## config.mk

```make
export PLATFORM = sky130hd
export DESIGN_NAME = synaptic_update_sched
export DESIGN_NICKNAME = d
export VERILOG_FILES = /design/src/rtl/snn_pkg.sv /design/src/rtl/synaptic_update_sched.sv
export SDC_FILE = /design/constraint.sdc
export NUM_CORES = 1
export LEC_CHECK = 0
export CAP_MARGIN = 20
export CORE_ASPECT_RATIO = 1.4
export CORE_UTILIZATION = 30
export CTS_CLUSTER_DIAMETER = 150
export DETAILED_ROUTE_END_ITERATION = 8
export PLACE_DENSITY = 0.74
export SLEW_MARGIN = 20
export SYNTH_ARGS = -nofsm -noshare
export SYNTH_HDL_FRONTEND = slang
export SYNTH_SLANG_ARGS = --single-unit
```

## constraint.sdc

```tcl
create_clock -name clk -period 1.99 [get_ports clk]
set_input_delay 0.4975 -clock clk [delete_from_list [all_inputs] [get_ports clk]]
set_output_delay 0.4975 -clock clk [all_outputs]
set_load 0.02 [all_outputs]
```

## src/rtl/snn_pkg.sv

```systemverilog
`default_nettype none
// ============================================================================
//  Module  : snn_pkg
//  Purpose : Shared definitions for the synaptic update path: default
//            network dimensions (also used by fire_fifo and the weight RAM),
//            the scheduler state encoding and the weight-address packing.
//  Revision: 1.0  initial release
// ============================================================================
package snn_pkg;

  // Default network dimensions; c_num_neurons must equal 2**c_tag_bits.
  localparam int c_num_neurons = 2;
  localparam int c_tag_bits    = 1;
  localparam int c_w_bits      = 8;

  // Scheduler states.
  typedef enum logic [2:0] {
    ST_IDLE  = 3'd0,
    ST_FETCH = 3'd1,
    ST_SCAN  = 3'd2,
    ST_DRAIN = 3'd3,
    ST_DONE  = 3'd4
  } state_t;

  // Weight RAM address: source tag in the upper half, destination index in
  // the lower half, so each source owns a contiguous fan-out row.
  function automatic logic [2*c_tag_bits-1:0] pack_waddr(
    input logic [c_tag_bits-1:0] src,
    input logic [c_tag_bits-1:0] dst
  );
    return {src, dst};
  endfunction

endpackage
`default_nettype wire

```

## src/rtl/synaptic_update_sched.sv

```systemverilog
`default_nettype none
// ============================================================================
//  Module  : synaptic_update_sched
//  Purpose : Synaptic update phase sequencer. Drains fired-neuron tags from
//            fire_fifo, reads each source's fan-out row from the weight RAM
//            and issues one accumulate request per target neuron.
//  Revision: 1.0  initial release
//
//  Ports
//    clk          in   system clock, all state on rising edge
//    syn_reset_n  in   synchronous active-low reset
//    start        in   one-cycle pulse, begin phase (only honoured in IDLE)
//    busy         out  high in every state except IDLE
//    done         out  one-cycle pulse, phase complete
//    spike_count  out  spikes processed since last start (saturating)
//    fifo_empty   in   fire_fifo empty flag
//    fifo_tag     in   fire_fifo head tag
//    fifo_deq     out  fire_fifo dequeue strobe
//    w_rd         out  weight RAM read enable
//    w_addr       out  weight RAM address {src_tag, dst_idx}
//    w_data       in   weight RAM data, valid the cycle after w_rd
//    acc_valid    out  accumulate request valid
//    acc_ready    in   accumulator accepts this cycle
//    acc_tag      out  target neuron index
//    acc_weight   out  weight to add
//    acc_last     out  request targets the last neuron of the row
// ============================================================================
module synaptic_update_sched
  import snn_pkg::*;
#(
  parameter int NUMNEURONS = c_num_neurons,
  parameter int TAGBITS    = c_tag_bits,
  parameter int WBITS      = c_w_bits
) (
  input  logic                 clk,
  input  logic                 syn_reset_n,
  input  logic                 start,
  output logic                 busy,
  output logic                 done,
  output logic [TAGBITS:0]     spike_count,
  input  logic                 fifo_empty,
  input  logic [TAGBITS-1:0]   fifo_tag,
  output logic                 fifo_deq,
  output logic                 w_rd,
  output logic [2*TAGBITS-1:0] w_addr,
  input  logic [WBITS-1:0]     w_data,
  output logic                 acc_valid,
  input  logic                 acc_ready,
  output logic [TAGBITS-1:0]   acc_tag,
  output logic [WBITS-1:0]     acc_weight,
  output logic                 acc_last
);

  localparam logic [TAGBITS-1:0] c_last_idx = TAGBITS'(NUMNEURONS - 1);
  localparam logic [TAGBITS:0]   c_sat      = (TAGBITS + 1)'(NUMNEURONS);

  state_t               r_state;
  logic [TAGBITS-1:0]   r_src_tag;
  logic [TAGBITS-1:0]   r_issue_j;
  logic [TAGBITS:0]     r_spike_count;
  logic                 r_acc_valid;
  logic [TAGBITS-1:0]   r_acc_tag;

  logic                 w_stall;
  logic                 w_issue;
  logic [TAGBITS-1:0]   w_dst;
  logic [2*TAGBITS-1:0] w_addr_raw;

  // A stalled request keeps re-reading its own word so acc_weight, which is
  // taken straight from the RAM output, stays stable until accepted.
  assign w_stall = r_acc_valid & ~acc_ready;
  assign w_issue = (r_state == ST_SCAN) & ~w_stall;
  assign w_dst   = w_stall ? r_acc_tag : r_issue_j;

  generate
    if (TAGBITS == c_tag_bits) begin : g_pack_helper
      assign w_addr_raw = pack_waddr(r_src_tag, w_dst);
    end else begin : g_pack_concat
      assign w_addr_raw = {r_src_tag, w_dst};
    end
  endgenerate

  assign w_rd        = w_issue | w_stall;
  assign w_addr      = w_rd ? w_addr_raw : '0;
  assign fifo_deq    = (r_state == ST_FETCH) & ~fifo_empty;
  assign busy        = (r_state != ST_IDLE);
  assign done        = (r_state == ST_DONE);
  assign spike_count = r_spike_count;
  assign acc_valid   = r_acc_valid;
  assign acc_tag     = r_acc_tag;
  assign acc_weight  = w_data;
  assign acc_last    = r_acc_valid & (r_acc_tag == c_last_idx);

  always_ff @(posedge clk) begin
    if (!syn_reset_n) begin
      r_state       <= ST_IDLE;
      r_src_tag     <= '0;
      r_issue_j     <= '0;
      r_spike_count <= '0;
      r_acc_valid   <= 1'b0;
      r_acc_tag     <= '0;
    end else begin
      // Request pipeline: a read issued this cycle becomes a request next
      // cycle; while stalled the current request is simply held.
      if (!w_stall) begin
        r_acc_valid <= w_issue;
        if (w_issue) begin
          r_acc_tag <= r_issue_j;
        end
      end

      case (r_state)
        ST_IDLE: begin
          if (start) begin
            r_spike_count <= '0;
            r_state       <= ST_FETCH;
          end
        end
        ST_FETCH: begin
          if (fifo_empty) begin
            r_state <= ST_DONE;
          end else begin
            r_src_tag <= fifo_tag;
            r_issue_j <= '0;
            if (r_spike_count != c_sat) begin
              r_spike_count <= r_spike_count + (TAGBITS + 1)'(1);
            end
            r_state <= ST_SCAN;
          end
        end
        ST_SCAN: begin
          if (w_issue) begin
            r_issue_j <= r_issue_j + TAGBITS'(1);
            if (r_issue_j == c_last_idx) begin
              r_state <= ST_DRAIN;
            end
          end
        end
        ST_DRAIN: begin
          // Only the last request of the row can be outstanding here.
          if (r_acc_valid && acc_ready) begin
            r_state <= ST_FETCH;
          end
        end
        ST_DONE: begin
          r_state <= ST_IDLE;
        end
        default: begin
          r_state <= ST_IDLE;
        end
      endcase
    end
  end

endmodule
`default_nettype wire

```

Yosys cells after proc, flatten, opt, wreduce, memory -nomap -nowiden --
Cells that the tools add are included.
Storage, ports and cells: bits in registers 9, word-level logic and storage cells 52, input port bits 14, output and inout port bits 19
Operators by class: add/subtract/negate cells 2, reductions and logical operators 10, equal/unequal tests 11, mux-type cells 15, bitwise gates (word level) 8
Operators by type and width (number):
- 3-bit two-way mux | 5
- 2-bit inequality test (second input constant) | 6
- 3-bit case mux with 4 select lines | 1
- 2-bit two-way mux | 4
- 4-bit AND reduction | 2
- 3-bit by 2-bit equality test with 1-bit output (second input constant) | 2
- 1-bit bitwise AND | 4
- 2-bit case mux with 2 select lines | 1
- 2-bit AND reduction | 2
- 2-bit nonzero test | 2
- 3-bit by 1-bit equality test with 1-bit output (second input constant) | 1
- 3-bit equality test (second input constant) | 1
- 3-bit logical NOT | 1
- 1-bit two-way mux | 3
- 1-bit NOT | 3
- 3-bit AND reduction | 1
- 3-bit nonzero test | 1
- 2-bit by 1-bit adder with 2-bit output (second input constant) | 1
- 2-bit by 1-bit inequality test with 1-bit output (second input constant) | 1
- 1-bit case mux with 2 select lines | 1
- 1-bit adder (second input constant) | 1
- 1-bit logical AND | 1
- 1-bit bitwise OR | 1

Depth between registers and ports, before layout --
depth after elaboration 6, mapped depth 5, depth with buffers taken out 5

Worst setup path after synthesis --
No wires, ideal clock.
kind register to output, start reg r_state[1], end out w_addr[1], cell stages (with the launch flop) 5, data required time 1.492 ns, arrival 1.156 ns, setup slack 0.337 ns, buffers on the path 1, cell sequence dfxtp_1 > buf_6 > nor3b_2 > nor2_1 > nor2b_1
Between the ends: word-level cells in the longest chain between the ends 4
RTL lines:
- from (decl) | RTL line synaptic_update_sched.sv:57 | state_t r_state;
- from (signal assigned) | RTL line synaptic_update_sched.sv:96 | r_state <= ST_IDLE;
- from (signal assigned) | RTL line synaptic_update_sched.sv:116 | r_state <= ST_FETCH;
- from (signal assigned) | RTL line synaptic_update_sched.sv:121 | r_state <= ST_DONE;
- 3-bit by 2-bit equality test with 1-bit output | RTL line synaptic_update_sched.sv:72 | assign w_issue = (r_state == ST_SCAN) & ~w_stall;
- 1-bit bitwise AND | RTL line synaptic_update_sched.sv:72
- 1-bit bitwise OR | RTL line synaptic_update_sched.sv:83 | assign w_rd = w_issue | w_stall;
- 2-bit two-way mux | RTL line synaptic_update_sched.sv:84 | assign w_addr = w_rd ? w_addr_raw : '0;
- to (decl) | RTL line synaptic_update_sched.sv:45 | output logic [2*TAGBITS-1:0] w_addr,
No other way between the ends.

Final worst setup path --
start in fifo_empty, end out fifo_deq
Between the ends: word-level cells in the longest chain between the ends 2
RTL lines:
- from (decl) | RTL line synaptic_update_sched.sv:41 | input logic fifo_empty,
- 1-bit NOT (no source line)
- 1-bit bitwise AND | RTL line synaptic_update_sched.sv:85 | assign fifo_deq = (r_state == ST_FETCH) & ~fifo_empty;
- to (decl) | RTL line synaptic_update_sched.sv:43 | output logic fifo_deq,
No other way between the ends.

==> impl_table.tex <==
\begin{tabular}{lr}
\hline
Metric & Value \\
\hline
\multicolumn{2}{l}{\textbf{Status}} \\
Status & complete, no violations \\
\multicolumn{2}{l}{\textbf{Detailed routing}} \\
Vias after detailed routing & 547 \\
Total iterations of the first detailed-routing run & 4 \\
Detailed-route vias per instance & 5.16 \\
Remaining DRCs & 0 \\
DRT Wirelength & approximately 1300 µm \\
Final routed wire length divided by cell count & roughly 13 µm \\
1st-iter DRT viols & 8 \\
Number of antenna-violating nets in the routed design & 0 \\
\multicolumn{2}{l}{\textbf{Setup path}} \\
Launch point of the worst reg-to-reg path & spike\_count[0] \\
Worst Path Max Fanout & 2 \\
Kind of start point of the critical path & primary input \\
Type of destination of the critical path & primary output \\
Worst Reg-to-Reg Cells & 5 \\
Endpoint of the worst-slack reg-to-reg timing path & spike\_count[1] \\
Reg2reg setup slack & 0.64 ns \\
Arrival @ worst endpoint & 1.43 ns \\
Critical Path RT & between 1 and 1.5 ns \\
Path type of the worst setup path & primary input to primary output \\
\multicolumn{2}{l}{\textbf{Clock network}} \\
Inserted Clock Buffers & 3 \\
Cell chosen for the clock root & sky130\_fd\_sc\_hd\_\_clkbuf\_4 \\
Clock network latency to the later pin of the worst-skew pair & roughly 0.26 ns \\
H-tree lvl count & 1 \\
Sink Count & 9 \\
Post-CTS Hold Buffers & 0 \\
Clock tree from TritonCTS & built \\
Maximum buffer depth of the clock tree & 2 \\
Clock edge transition at the registers on the reported setup and hold paths & 0.06 ns \\
\multicolumn{2}{l}{\textbf{Final layout}} \\
Leading cell types in the layout, fill and taps excluded & 10 x sky130\_fd\_sc\_hd\_\_buf\_4, 9 x sky130\_fd\_sc\_hd\_\_dfxtp\_1, 8 x sky130\_fd\_sc\_hd\_\_clkdlybuf4s50\_1, 5 x sky130\_fd\_sc\_hd\_\_nor2b\_1, 5 x sky130\_fd\_sc\_hd\_\_nand2\_1 \\
Share of cells above drive strength 1 & 26.7\% \\
Area growth syn-to-layout & 30.8\% \\
Net count of the finished layout & just over 100 \\
Antenna diode instance count & 0 \\
Area taken by multi-input logic gates & 319 µm² \\
Filler Cell Count & roughly 200 \\
Storage element area & 180 µm² \\
Most common cell after layout, fill and taps aside & sky130\_fd\_sc\_hd\_\_buf\_4 \\
Non-Filler Instances & 106 \\
\multicolumn{2}{l}{\textbf{Synthesis}} \\
Sequential-to-total area share from yosys stat & 30.2\% \\
Share of flip-flops with an asynchronous set or reset after synthesis & 0\% \\
Dominant register cell in the synthesized netlist & sky130\_fd\_sc\_hd\_\_dfxtp\_1 \\
Synth cell types & 31 \\
Synthesis warning total & 0 \\
Number of enable-type register cells in the synthesized netlist & 0 \\
Synthesized flop and latch total & 9 \\
Dominant cells by area after synthesis & sky130\_fd\_sc\_hd\_\_dfxtp\_1 30\%, sky130\_fd\_sc\_hd\_\_buf\_4 11\%, sky130\_fd\_sc\_hd\_\_nor2b\_1 5.2\% \\
Synthesized area divided by synthesized cell count & 8.78 µm² \\
Number of instances in the synthesized netlist & 68 \\
Post-synth design cell area & 597 µm² \\
Net count of the mapped netlist & 83 \\
Portion of synthesized cell area occupied by the leading cell type & 30.2\% \\
Post-synthesis cell type with the largest combined area & sky130\_fd\_sc\_hd\_\_dfxtp\_1 \\
\multicolumn{2}{l}{\textbf{STA}} \\
Number of hold-slack violations in the final timing report & 0 \\
Headroom to the max-slew limit & around 74\% \\
Number of pins with negative max-slew slack in the final report & 0 \\
Slew at the pin closest to its max-slew limit & 0.391 ns \\
Shortest clock period the worst path allows after layout & approximately 1.9 ns \\
Maximum clock skew at final layout & about 0.0010 ns \\
Share of the cycle needed by the critical path after routing & 97.1\% \\
Setup repair after global routing missed its margin & no \\
Worst-case setup margin in the final layout & 0.0582 ns \\
Final setup violation count & 0 \\
Peak Freq & 518 MHz \\
\multicolumn{2}{l}{\textbf{Global routing}} \\
Initial antenna violation count & 0 \\
Overall overflow remaining after global route & 0 \\
Largest net degree at the start of global routing & 11 \\
Total Routing Usage GR & 15.0\% \\
Wire length of the first global-routing pass & 2170 µm \\
Vias in the first global route & 525 \\
\multicolumn{2}{l}{\textbf{Floorplan}} \\
Die area & 2170 µm² \\
Horizontal die dimension & between 30 and 40 µm \\
Starting density of the core & 32.7\% \\
Row Count & 18 \\
Top-level port count & 33 \\
Die Ht & 54.8 µm \\
Total core area & 1820 µm² \\
\multicolumn{2}{l}{\textbf{Worst hold path}} \\
Worst min path class & flip-flop to flip-flop \\
Hold Path End & spike\_count[1] \\
Hold Crit Start & spike\_count[1] \\
Hold-critical path depth & 2 \\
\multicolumn{2}{l}{\textbf{Power}} \\
Power density of the placed cells & 556 nW/µm² \\
Peak supply drop & 319 µV \\
Leakage & 0.368 nW \\
\multicolumn{2}{l}{\textbf{Placed design}} \\
Last weighted congestion value of the routability-driven placer & 0.809 \\
Post-placement setup slack & -0.543 ns \\
Total instance count after detailed placement & 101 \\
Number of I/O port buffers & 16 \\
Sum of net half-perimeters after detailed placement & 1010 µm \\
\multicolumn{2}{l}{\textbf{Run}} \\
Max-Cap Viols & 0 \\
\hline
\end{tabular}
## routing by layer
metal  share of wire [%]  global-route usage [%]
met4                 3.2                    13.2
met2                  53                    24.6
met3                 4.4                    1.22
met5                   0                       0
met1                  39                    16.5
## synth_stat cells (2+ instances only)
cell type	n
sky130_fd_sc_hd__buf_6	2
sky130_fd_sc_hd__nor2_1	3
sky130_fd_sc_hd__dfxtp_1	9
sky130_fd_sc_hd__nor2b_1	5
sky130_fd_sc_hd__nand2_1	5
sky130_fd_sc_hd__nor3b_2	2
sky130_fd_sc_hd__buf_4	9
sky130_fd_sc_hd__inv_1	4
sky130_fd_sc_hd__nand3_1	4
sky130_fd_sc_hd__and2_1	2
sky130_fd_sc_hd__nor3_1	2
sky130_fd_sc_hd__and2b_2	2
## final cells by class
type / instances / area share, %
multi-input cells: 44 / 40.9
clock buffers: 4 / 3.37
repair buffers: 25 / 27.6
flip-flops and latches: 9 / 23.1
inverters: 4 / 1.92
well taps: 20 / 3.21
## cells by family (layout without fill, tap and decap cells)
group,after synthesis,after routing,synth area share (%)
AND/OR/NAND/NOR,32,32,35.2
buffers and inverters,15,33,17.6
AO/OA/AOI/OAI,10,10,13.2
flip-flops,9,9,30.2
adder cells (fa/ha/maj),1,1,2.10
multiplexers,1,1,1.68
## state kept, by name (all words and copies together), names as in the netlist
name,cells
acc_valid,1
r_state,3
spike_count,2
r_src_tag,1
acc_tag,1
r_issue_j,1
## where the power goes
part	leakage, nW	internal, mW	switching, mW
Clock	0.0150	0.0775	0.0681
Sequential	0.0731	0.187	0.00570
Combinational	0.280	0.0477	0.0480
## repair_timing
item	in CTS	in global routing
buffers inserted	1	0
setup endpoints to repair	6	1
hold endpoints to repair	0	0
pin swaps	1	0
resized for setup	21	1
## per-stage QoR
step / area [µm²] / setup TNS, ns / utilization (%) / hold WS [ns] / power, mW
after floorplan: 597 / 0 / - / 0.474 / 0.277
after global placement: 752 / -1.78 / 41.2 / 0.473 / 0.293
after detailed placement: 752 / -1.90 / 41.2 / 0.490 / 0.295
after CTS: 778 / 0 / 42.7 / 0.498 / 0.440
after global routing: 781 / 0 / 42.8 / 0.517 / 0.456
final: 781 / 0 / 42.8 / 0.498 / 0.434
## worst max path at each step
stage	from	end	slack (ns)	cells past startpoint
final	fifo_empty	fifo_deq	0.06	3
after global routing	fifo_empty	fifo_deq	0.03	3
after CTS	acc_valid	acc_last	0.03	3
after detailed placement	acc_ready	w_addr[1]	-0.54	5
after global placement	acc_ready	w_addr[1]	-0.49	5
after floorplan	r_state[1]	w_addr[1]	0.34	4
## worst max-delay path, stage by stage
cell and delay [ns]:
sky130_fd_sc_hd__clkdlybuf4s50_1 0.45, sky130_fd_sc_hd__nor4b_4 0.26, sky130_fd_sc_hd__buf_2 0.22
No activity file was read; power rests on OpenSTA's default activity.
